## config.mk

```make
export PLATFORM = sky130hd
export DESIGN_NAME = ov5640_sccb_writer
export DESIGN_NICKNAME = d
export VERILOG_FILES = /design/src/rtl/ov5640_sccb_writer.sv
export SDC_FILE = /design/constraint.sdc
export NUM_CORES = 1
export LEC_CHECK = 0
export CAP_MARGIN = 20
export CORE_UTILIZATION = 40
export DETAILED_ROUTE_END_ITERATION = 8
export SYNTH_ARGS = -nofsm -noshare
export SYNTH_HDL_FRONTEND = slang
export SYNTH_SLANG_ARGS = --single-unit
```

## constraint.sdc

```tcl
create_clock -name clk_sys -period 3.8 [get_ports clk_sys]
set_input_delay 0.76 -clock clk_sys [delete_from_list [all_inputs] [get_ports clk_sys]]
set_output_delay 0.76 -clock clk_sys [all_outputs]
set_load 0.02 [all_outputs]
```

## src/rtl/ov5640_sccb_writer.sv

```systemverilog
// SCCB (I2C-like) 3-phase write master for OV5640 register programming.
// One (address, data) command is pulled per ready offer. SIOC/SIOD are driven from registered outputs.
module ov5640_sccb_writer #(
  parameter int         CLK_FREQ_HZ  = 50000000,
  parameter int         SCCB_FREQ_HZ = 100000,
  parameter logic [7:0] DEV_ADDR     = 8'h78,
  parameter int         QDIV         = CLK_FREQ_HZ / (4 * SCCB_FREQ_HZ)
) (
  input  logic        clk_sys,
  input  logic        reset_n,
  input  logic        start,
  input  logic [15:0] address,
  input  logic [7:0]  data,
  output logic        ready,
  output logic        sioc,
  output logic        siod_oe,
  input  logic        siod_in,
  output logic        busy,
  output logic        done,
  output logic        ack_err
);

  localparam int             QW    = (QDIV > 1) ? $clog2(QDIV) : 1;
  localparam logic [QW-1:0]  QLAST = QW'(QDIV - 1);

  typedef enum logic [2:0] {IDLE, OFFER, WAIT, START_C, SHIFT, STOP_C, GAP} state_t;

  state_t        state, state_next;
  logic [QW-1:0] qcnt_reg;
  logic [1:0]    quarter_reg;
  logic [5:0]    bit_reg;
  logic [3:0]    pos_reg;
  logic          win_reg;
  logic [31:0]   shift_reg;
  logic          err_reg;
  logic          sioc_reg, oe_reg, ready_reg, busy_reg, done_reg, ack_err_reg;

  logic q_tick, bit_end, ack_slot, ack_sample;
  logic sioc_next, oe_next, done_next;

  assign q_tick     = (qcnt_reg == QLAST);
  assign bit_end    = q_tick && (quarter_reg == 2'd3);
  assign ack_slot   = (pos_reg == 4'd8);
  assign ack_sample = (state == SHIFT) && ack_slot && (quarter_reg == 2'd2) && (qcnt_reg == '0);

  always_ff @(posedge clk_sys or negedge reset_n) begin
    if (!reset_n) state <= IDLE;
    else          state <= state_next;
  end

  always_comb begin
    state_next = state;
    sioc_next  = 1'b1;
    oe_next    = 1'b0;
    done_next  = 1'b0;
    case (state)
      IDLE:  state_next = OFFER;
      OFFER: state_next = WAIT;
      WAIT: begin
        if (start)        state_next = START_C;
        else if (win_reg) state_next = IDLE;
      end
      START_C: begin
        sioc_next = (quarter_reg != 2'd3);
        oe_next   = (quarter_reg != 2'd0);
        if (bit_end) state_next = SHIFT;
      end
      SHIFT: begin
        // SIOD only moves on a bit boundary, which always falls in the SIOC-low half
        sioc_next = quarter_reg[1];
        oe_next   = ack_slot ? 1'b0 : ~shift_reg[31];
        if (bit_end && (bit_reg == 6'd35)) state_next = STOP_C;
      end
      STOP_C: begin
        sioc_next = (quarter_reg != 2'd0);
        oe_next   = (quarter_reg < 2'd2);
        done_next = bit_end;
        if (bit_end) state_next = GAP;
      end
      GAP: begin
        if (bit_end) state_next = IDLE;
      end
      default: state_next = IDLE;
    endcase
  end

  always_ff @(posedge clk_sys or negedge reset_n) begin
    if (!reset_n) begin
      qcnt_reg    <= '0;
      quarter_reg <= 2'd0;
      bit_reg     <= 6'd0;
      pos_reg     <= 4'd0;
      win_reg     <= 1'b0;
      shift_reg   <= 32'd0;
      err_reg     <= 1'b0;
      sioc_reg    <= 1'b1;
      oe_reg      <= 1'b0;
      ready_reg   <= 1'b0;
      busy_reg    <= 1'b0;
      done_reg    <= 1'b0;
      ack_err_reg <= 1'b0;
    end else begin
      sioc_reg    <= sioc_next;
      oe_reg      <= oe_next;
      ready_reg   <= (state == OFFER);
      busy_reg    <= (state_next == START_C) || (state_next == SHIFT) ||
                     (state_next == STOP_C)  || (state_next == GAP);
      done_reg    <= done_next;
      ack_err_reg <= done_next && err_reg;
      win_reg     <= (state == WAIT) ? ~win_reg : 1'b0;

      if (state != state_next) begin
        qcnt_reg    <= '0;
        quarter_reg <= 2'd0;
      end else if (q_tick) begin
        qcnt_reg    <= '0;
        quarter_reg <= quarter_reg + 2'd1;
      end else begin
        qcnt_reg    <= qcnt_reg + 1'b1;
      end

      if ((state == WAIT) && start) begin
        shift_reg <= {DEV_ADDR, address, data};
        err_reg   <= 1'b0;
        bit_reg   <= 6'd0;
        pos_reg   <= 4'd0;
      end else if ((state == SHIFT) && bit_end) begin
        if (bit_reg != 6'd35) bit_reg <= bit_reg + 6'd1;
        if (ack_slot) begin
          pos_reg <= 4'd0;
        end else begin
          pos_reg   <= pos_reg + 4'd1;
          shift_reg <= {shift_reg[30:0], 1'b0};
        end
      end

      if (ack_sample && siod_in) err_reg <= 1'b1;
    end
  end

  assign sioc    = sioc_reg;
  assign siod_oe = oe_reg;
  assign ready   = ready_reg;
  assign busy    = busy_reg;
  assign done    = done_reg;
  assign ack_err = ack_err_reg;

  // Upstream only ever answers an offer, so a strobe anywhere else is a handshake bug.
  a_start_in_window: assert property (@(posedge clk_sys) disable iff (!reset_n) start |-> (state == WAIT));

endmodule
```

==> results of run 1 <==
worst max path at each step:
stage                                 to  cells after the start
5_1_grt        shift_reg[16]$_DFFE_PN0P_                      7
4_1_cts        shift_reg[15]$_DFFE_PN0P_                      6
3_3_place_gp      pos_reg[3]$_DFFE_PN0P_                      5
3_5_place_dp      pos_reg[3]$_DFFE_PN0P_                      5
6_report       shift_reg[15]$_DFFE_PN0P_                      7
2_1_floorplan  shift_reg[10]$_DFFE_PN0P_                      9
per-layer routing:
metal / GRT usage / vias up / share of wire
li1: - / 1446 / -
met1: 0.259 / 1467 / 0.48
met2: 0.316 / 57 / 0.47
met3: 0.0363 / 12 / 0.035
met4: 0.0944 / 0 / 0.014
met5: 0 / - / 0
cells by family (layout without fill, tap and decap cells):
logic type	after synthesis	in the layout
flops	62	62
buf+inv	48	74
mux	2	2
compound gates	109	109
simple gates	143	143
xor+xnor	8	8
fa+ha+maj	8	8
cell type report:
class                      instances  area [um2]  area share
clock buffer                      10         128      0.0301
clock inverter                     6         110      0.0260
inverter                          15        56.3      0.0133
multi-input combinational        270        1840       0.436
sequential                        62        1550       0.367
tap                              108         135      0.0319
timing repair buffer              43         408      0.0963
power groups by stage:
stage	logic [uW]	registers, uW	clock network [uW]
2_1_floorplan	668	939	0
3_3_place_gp	831	993	0
3_5_place_dp	851	1000	0
4_1_cts	852	989	726
5_1_grt	946	1020	751
6_report	838	995	706
through the flow:
stage           util  std cells  worst slack (ns)
2_1_floorplan      -        380              1.65
3_3_place_gp   0.459        497              1.14
3_5_place_dp   0.459        497              1.12
4_1_cts        0.486        513              1.18
5_1_grt        0.488        514              1.21
6_report       0.488        514              1.40
layout by cell type, fill, tap and decap left out, types with 10 or more instances in the layout:
cell / instances
nand3_1: 12
dfrtp_1: 61
a2111oi_0: 23
inv_1: 15
nand2_1: 20
nor3_1: 10
nand2b_1: 26
clkdlybuf4s50_1: 32
o221ai_1: 24
o21bai_1: 23
nor2_1: 37
o21ai_0: 11
a21oi_1: 14
worst register-to-register path, delay by kind of cell (launching register included):
kind	cells	cell delay, ns
and+or+nand+nor	3	1.14
DFF	1	0.38
buffers and inverters	2	0.36
AOI/OAI and AO/OA	1	0.20
adders and majority gates	1	0.19
==> impl_metrics.ini, run 1 <==
[outcome]
status = finished, final reports clean

[sta]
setup_violations = 0
rsz0062_at_grt = false
whs_ns = 0.185
relSlewSlack = 0.612
period_needed_ns = 2.40
fin_worst_skew_ns = 0.0112
setup-tns-final_ns = 0
period_share = 0.631
tightest_slew_ns = 0.582
finalHoldViolCount = 0
final_max_slew_viol_count = 0
max_freq_mhz = 417

[synth]
syn_inst = 380
yosysSeqAreaShare = 0.436
synth_top_cell_by_area = dfrtp_1
synth-edff-count = 0
ys_ff_latch = 62
synthDistinctLibCells = 54
syn_avg_cell_area_um2 = 9.37
ys.flop_type = dfrtp_1
synthDominantCellAreaShare = 0.429
yosysMostFrequentCell = dfrtp_1
netlist_area_um2 = 3560
synthSimpleGateAreaFrac = 0.226
synth_top_family_by_area = compound AO/OA/AOI/OAI gates
synth.yosys.warnings = 0
synthAdderAreaFrac = 0.0281
synth_xor_area_frac = 0.0197
synth_common_cells = dfrtp_1 (61), nor2_1 (37), nand2b_1 (26)
synth_nets = 416
async_flop_share = 1.00
synthMuxAreaShare = 0.00562
synth-compound-area-share = 0.230
synthTopCellsByArea = dfrtp_1 (43%), o221ai_1 (5.9%), a2111oi_0 (5.7%), o21bai_1 (4.9%), nand2b_1 (4.6%)

[clock_tree]
clkLatencyLatePin_ns = 0.34
cts.sinks = 62
path_clk_slew_ns = 0.08
cts_tree = built
clockRootBuffer = clkbuf_8
cts-buffers-inserted = 9
cts_hold_buf = 0
post_cts_buffers = 0
htree_levels = 3
postCtsResizedCells = 0
cts_buffer_depth = 2

[floorplan]
die_w_um = 96.3
dieHeight_um = 96.3
io_pins = 34
rows = 34
core_area_um2 = 8680
start_util = 0.410
fp.dieArea_um2 = 9280

[route]
dr.pass1.iters = 4
wl_per_cell_um = 16.5
drcViolationCount = 0
drt_iter0_drc = 138
totalWireLength_um = 8500
vias_per_cell = 5.80
via_count = 2982
ant_nets = 0

[finish]
nFillCells = 862
final_area_um2 = 4230
largest_register_ffs = 32
syn2layout_area_growth_pct = 18.9
nets = 437
insertedDiodeCount = 0
final_layout_size_suffix_gt1_frac = 0.0862

[worst_setup_path]
cp-start-kind = register
reg2reg_depth = 7
crit_path_end_kind = register
worst_path_max_delay_cell = or4_1
critPathKind = reg -> reg
worstPathRequired_ns = 4.01
crit_family = simple AND/OR/NAND/NOR gates
timing.rr.start = pos_reg[0]$_DFFE_PN0P_
arrival_ns = 2.61
reg2reg_slack_ns = 1.40
worstPathCellList = inv_1 > ha_1 > and3b_1 > or4_1 > buf_8 > o221ai_1 > nor2_1
cpPeakStageDelay_ns = 0.81
worst-path-buf-inv = 2
r2r-end = shift_reg[15]$_DFFE_PN0P_
crit_path_start = pos_reg[0]$_DFFE_PN0P_
path_max_fanout = 19

[place]
port_buffers = 33
dp.final_hpwl_um = 5300
post_dp_cell_area_um2 = 3980
routabilityCongestion = 0.788

[power_and_ir_drop]
p_comb_frac = 0.330
switching_share = 0.345
power.switching_uw = 877
clkPwrFrac = 0.278
power_frac_seq = 0.392
p_per_area_nw_per_um2 = 600
ir_drop_mv = 0.262
total_power_uw = 2540
intPower_uw = 1660
p_leak_uw = 0.00167

[global_routing]
overflow = 0
grt_pass1_vias = 2862
grt_pass1_wl_um = 14000
grt_max_degree = 37
grt_use_total = 0.198
antenna_found_initial = 0

[worst_hold_path]
hold_class = in -> async

[flow_run]
cap_violations = 0
Power figures use the tool's default switching activity.
==> run 2, diff against run 1 <==
==> constraint.sdc (replaced) <==
create_clock -name clk_sys -period 2.1 [get_ports clk_sys]
set_input_delay 0.42 -clock clk_sys [delete_from_list [all_inputs] [get_ports clk_sys]]
set_output_delay 0.42 -clock clk_sys [all_outputs]
set_load 0.02 [all_outputs]
==> impl_metrics.ini, run 2 (synthesis results as in run 1) <==
[outcome]
status = finished, final reports clean

[sta]
final_max_slew_viol_count = 0
whs_ns = 0.0480
setup_violations = 0
max_freq_mhz = 497
fin_worst_skew_ns = 0.0141
fin_ws_ns = 0.0890
period_share = 0.958
relSlewSlack = 0.614
finalHoldViolCount = 0
period_needed_ns = 2.01
tightest_slew_ns = 0.580
setup-tns-final_ns = 0
rsz0062_at_grt = true

[worst_setup_path]
worstPathCellList = inv_1 > ha_1 > and3b_1 > or4_1 > buf_4 > o221ai_1 > nor2_1
cp-start-kind = register
crit_path_end_kind = register
worst-path-buf-inv = 2
worst_path_max_delay_cell = or4_1
cpPeakStageDelay_ns = 0.58
crit_family = simple AND/OR/NAND/NOR gates
worstPathRequired_ns = 2.32
arrival_ns = 2.24
path_max_fanout = 11
critPathKind = reg -> reg

[clock_tree]
clockRootBuffer = clkbuf_8
cts.sinks = 62
postCtsResizedCells = 0
post_cts_buffers = 0
cts_buffer_depth = 2
path_clk_slew_ns = 0.07
cts_hold_buf = 0
htree_levels = 3
cts_tree = built
clkLatencyLatePin_ns = 0.35
cts-buffers-inserted = 9

[place]
dp_slack_ns = 0.0305
port_buffers = 33
routabilityCongestion = 0.803
dp.final_hpwl_um = 5500

[floorplan]
core_area_um2 = 8680
start_util = 0.410
io_pins = 34
dieHeight_um = 96.3
fp.dieArea_um2 = 9280
rows = 34
die_w_um = 96.3

[global_routing]
grt_max_degree = 63
grt_pass1_vias = 2932
grt_use_total = 0.202
overflow = 0
antenna_found_initial = 0
grt_pass1_wl_um = 14300

[route]
dr.pass1.iters = 6
vias_per_cell = 5.79
ant_nets = 0
via_count = 3084
drcViolationCount = 0
wl_per_cell_um = 16.1
drt_iter0_drc = 141
totalWireLength_um = 8600

[power_and_ir_drop]
total_power_uw = 4680
ir_drop_mv = 0.442
p_per_area_nw_per_um2 = 1060
p_leak_uw = 0.00178

[finish]
syn2layout_area_growth_pct = 24.1
insertedDiodeCount = 0
nFillCells = 829
fin_util = 0.509
final_cell_mix = dfrtp_1 (61), nor2_1 (37), clkdlybuf4s50_1 (32)
final_layout_size_suffix_gt1_frac = 0.132
nets = 456
largest_register_ffs = 32
layout_commonest_cell = dfrtp_1

[flow_run]
cap_violations = 0

[worst_hold_path]
hold_class = in -> async
## run 2: changes by cell type in the layout (fill, tap and decap cells not counted), moves of 2 or more
cell and change:
buf_4 +15, a2111oi_1 +2, a2111oi_0 -3, clkinvlp_4 -2, buf_12 +4
## run 2: layout make-up
type / count / area [um2] / share of cell area
well taps: 108 / 135 / 0.0306
inverters: 15 / 56.3 / 0.0127
clock inverters: 4 / 70.1 / 0.0159
multi-input cells: 270 / 1860 / 0.421
repair buffers: 62 / 597 / 0.135
clock buffers: 12 / 145 / 0.0329
flip-flops and latches: 62 / 1550 / 0.351
## run 2: final timing paths
check	start	to	slack [ns]	cells after the start
hold / removal	reset_n	qcnt_reg[3]$_DFF_PN0_	0.05	2
min in group clk_sys	win_reg$_DFF_PN0_	win_reg$_DFF_PN0_	0.41	1
hold reg to reg	win_reg$_DFF_PN0_	win_reg$_DFF_PN0_	0.41	1
setup / recovery	pos_reg[0]$_DFFE_PN0P_	shift_reg[22]$_DFFE_PN0P_	0.09	7
setup reg to reg	pos_reg[0]$_DFFE_PN0P_	shift_reg[22]$_DFFE_PN0P_	0.09	7
max in group asynchronous	reset_n	shift_reg[0]$_DFFE_PN0P_	1.72	2
## run 2: stage by stage
stage	cells	instance area (um2)
final	533	4420
after global routing	533	4420
after CTS	533	4400
after detailed placement	517	4180
after global placement	517	4180
after floorplan	380	3570
## run 2: report_power, final
part,internal [uW],switching [uW]
registers,1510,222
clock network,698,472
logic,847,935
total,3060,1630
## run 2: per-layer routing
metal  share of wire  vias to the layer above  global-route usage
met5               0                        -                   0
met4           0.012                        0              0.0613
met3           0.042                       10              0.0434
met2            0.48                       70               0.344
met1            0.46                     1510               0.257
li1                -                     1494                   -
==> run 3, diff against run 2 <==
==> constraint.sdc (replaced) <==
create_clock -name clk_sys -period 2 [get_ports clk_sys]
set_input_delay 0.4 -clock clk_sys [delete_from_list [all_inputs] [get_ports clk_sys]]
set_output_delay 0.4 -clock clk_sys [all_outputs]
set_load 0.02 [all_outputs]
==> impl_metrics.ini, run 3 (synthesis results as in run 1) <==
[outcome]
status = finished, final reports clean

[power_and_ir_drop]
total_power_uw = 5150
p_per_area_nw_per_um2 = 1110
ir_drop_mv = 0.608
p_leak_uw = 0.00186

[global_routing]
overflow = 0
grt_use_total = 0.219
antenna_found_initial = 0
grt_pass1_vias = 3093
grt_pass1_wl_um = 15400
grt_max_degree = 63

[worst_setup_path]
worstPathRequired_ns = 2.23
worst-path-buf-inv = 1
cp-start-kind = register
critPathKind = reg -> reg
crit_family = simple AND/OR/NAND/NOR gates
path_max_fanout = 29
arrival_ns = 2.12
timing.rr.start = quarter_reg[0]$_DFFE_PN0P_
crit_path_end_kind = register
cpPeakStageDelay_ns = 0.56
worstPathCellList = ha_1 > nand4bb_1 > or4_4 > buf_12 > o221ai_1 > nor2_1
crit_path_start = quarter_reg[0]$_DFFE_PN0P_
worst_path_max_delay_cell = or4_4

[sta]
rsz0062_at_grt = false
fin_worst_skew_ns = 0.00844
max_freq_mhz = 527
finalHoldViolCount = 0
tightest_slew_ns = 0.459
period_needed_ns = 1.90
setup_violations = 0
final_max_slew_viol_count = 0
period_share = 0.948
fin_ws_ns = 0.104
setup-tns-final_ns = 0
relSlewSlack = 0.692

[finish]
fin_util = 0.535
seq_area_um2 = 1550
nFillCells = 790
syn2layout_area_growth_pct = 30.3
final_layout_size_suffix_gt1_frac = 0.180
insertedDiodeCount = 0
final_cell_mix = dfrtp_1 (60), nor2_1 (37), clkdlybuf4s50_1 (32)
layout_commonest_cell = dfrtp_1
largest_register_ffs = 32
multi_input_area_um2 = 1930
final_area_um2 = 4640
nets = 465

[clock_tree]
cts_hold_buf = 0
cts.sinks = 62
path_clk_slew_ns = 0.07
clkLatencyLatePin_ns = 0.36
clockRootBuffer = clkbuf_8
htree_levels = 3
cts-buffers-inserted = 9
cts_buffer_depth = 2
cts_tree = built

[flow_run]
cap_violations = 0

[floorplan]
core_area_um2 = 8680
dieHeight_um = 96.3
io_pins = 34
die_w_um = 96.3
rows = 34
start_util = 0.410
fp.dieArea_um2 = 9280

[route]
drcViolationCount = 0
wl_per_cell_um = 16.8
drt_iter0_drc = 207
dr.pass1.iters = 4
vias_per_cell = 5.79
ant_nets = 0
via_count = 3140
totalWireLength_um = 9090

[place]
post_dp_cell_area_um2 = 4380
dp_slack_ns = 0.00618
routabilityCongestion = 0.812
dp.final_hpwl_um = 5650
port_buffers = 33

[worst_hold_path]
hold_class = in -> async
==> run 3: cell count changes in the layout (fill, tap and decap cells not counted), moves of 3 or more <==
cell / change
buf_4: +3
o221ai_1: -10
o221ai_2: +10
buf_12: +6
==> run 3: area by class of cell <==
| cell class | count | share of cell area |
|---|---|---|
| tap | 108 | 0.0291 |
| sequential | 62 | 0.335 |
| clock inverter | 4 | 0.0151 |
| inverter | 15 | 0.0121 |
| timing repair buffer | 71 | 0.162 |
| clock buffer | 12 | 0.0313 |
| multi-input combinational | 270 | 0.415 |
==> run 3: timing repair <==
item                                    in CTS  in global routing
endpoints found under the setup margin       0                 26
buffers inserted                             0                  1
resized for setup                            0                  7
==> run 3: worst register-to-register path: cells and delay by family, from the launching register on <==
family,cells,cell delay (ns)
adder cells (fa/ha/maj),1,0.25
AO/OA/AOI/OAI,1,0.21
AND/OR/NAND/NOR,3,0.76
buffers and inverters,1,0.19
flip-flops,1,0.36
==> run 3: metrics by stage <==
step	hold WS, ns	instances
floorplan	0.104	380
global placement	0.407	524
detailed placement	0.415	524
CTS	0.0640	540
global route	0.0565	542
finish	0.0450	542
==> run 3: report_power, final <==
| group | total (uW) | internal [uW] | leakage [uW] | switching, uW |
|---|---|---|---|---|
| combinational | 2050 | 1020 | 0.000978 | 1030 |
| clock | 1250 | 733 | 0.000110 | 521 |
| sequential | 1840 | 1580 | 0.000777 | 259 |
| total | 5150 | 3340 | 0.00186 | 1810 |
==> run 3: final timing paths <==
check	endpoint	slack [ns]	depth (start not counted)
min in group clk_sys	win_reg$_DFF_PN0_	0.43	1
worst max register to register	shift_reg[2]$_DFFE_PN0P_	0.10	6
worst min-delay path	qcnt_reg[5]$_DFF_PN0_	0.05	2
worst min register to register	win_reg$_DFF_PN0_	0.43	1
max in group asynchronous	sioc$_DFF_PN1_	1.64	2
worst max-delay path	shift_reg[2]$_DFFE_PN0P_	0.10	6
==> run 3: layer usage <==
layer,GRT usage,part of all wire,up-vias
met5,0,0,-
li1,-,-,1514
met2,0.356,0.48,78
met4,0.0637,0.013,0
met3,0.0537,0.052,10
met1,0.289,0.46,1538
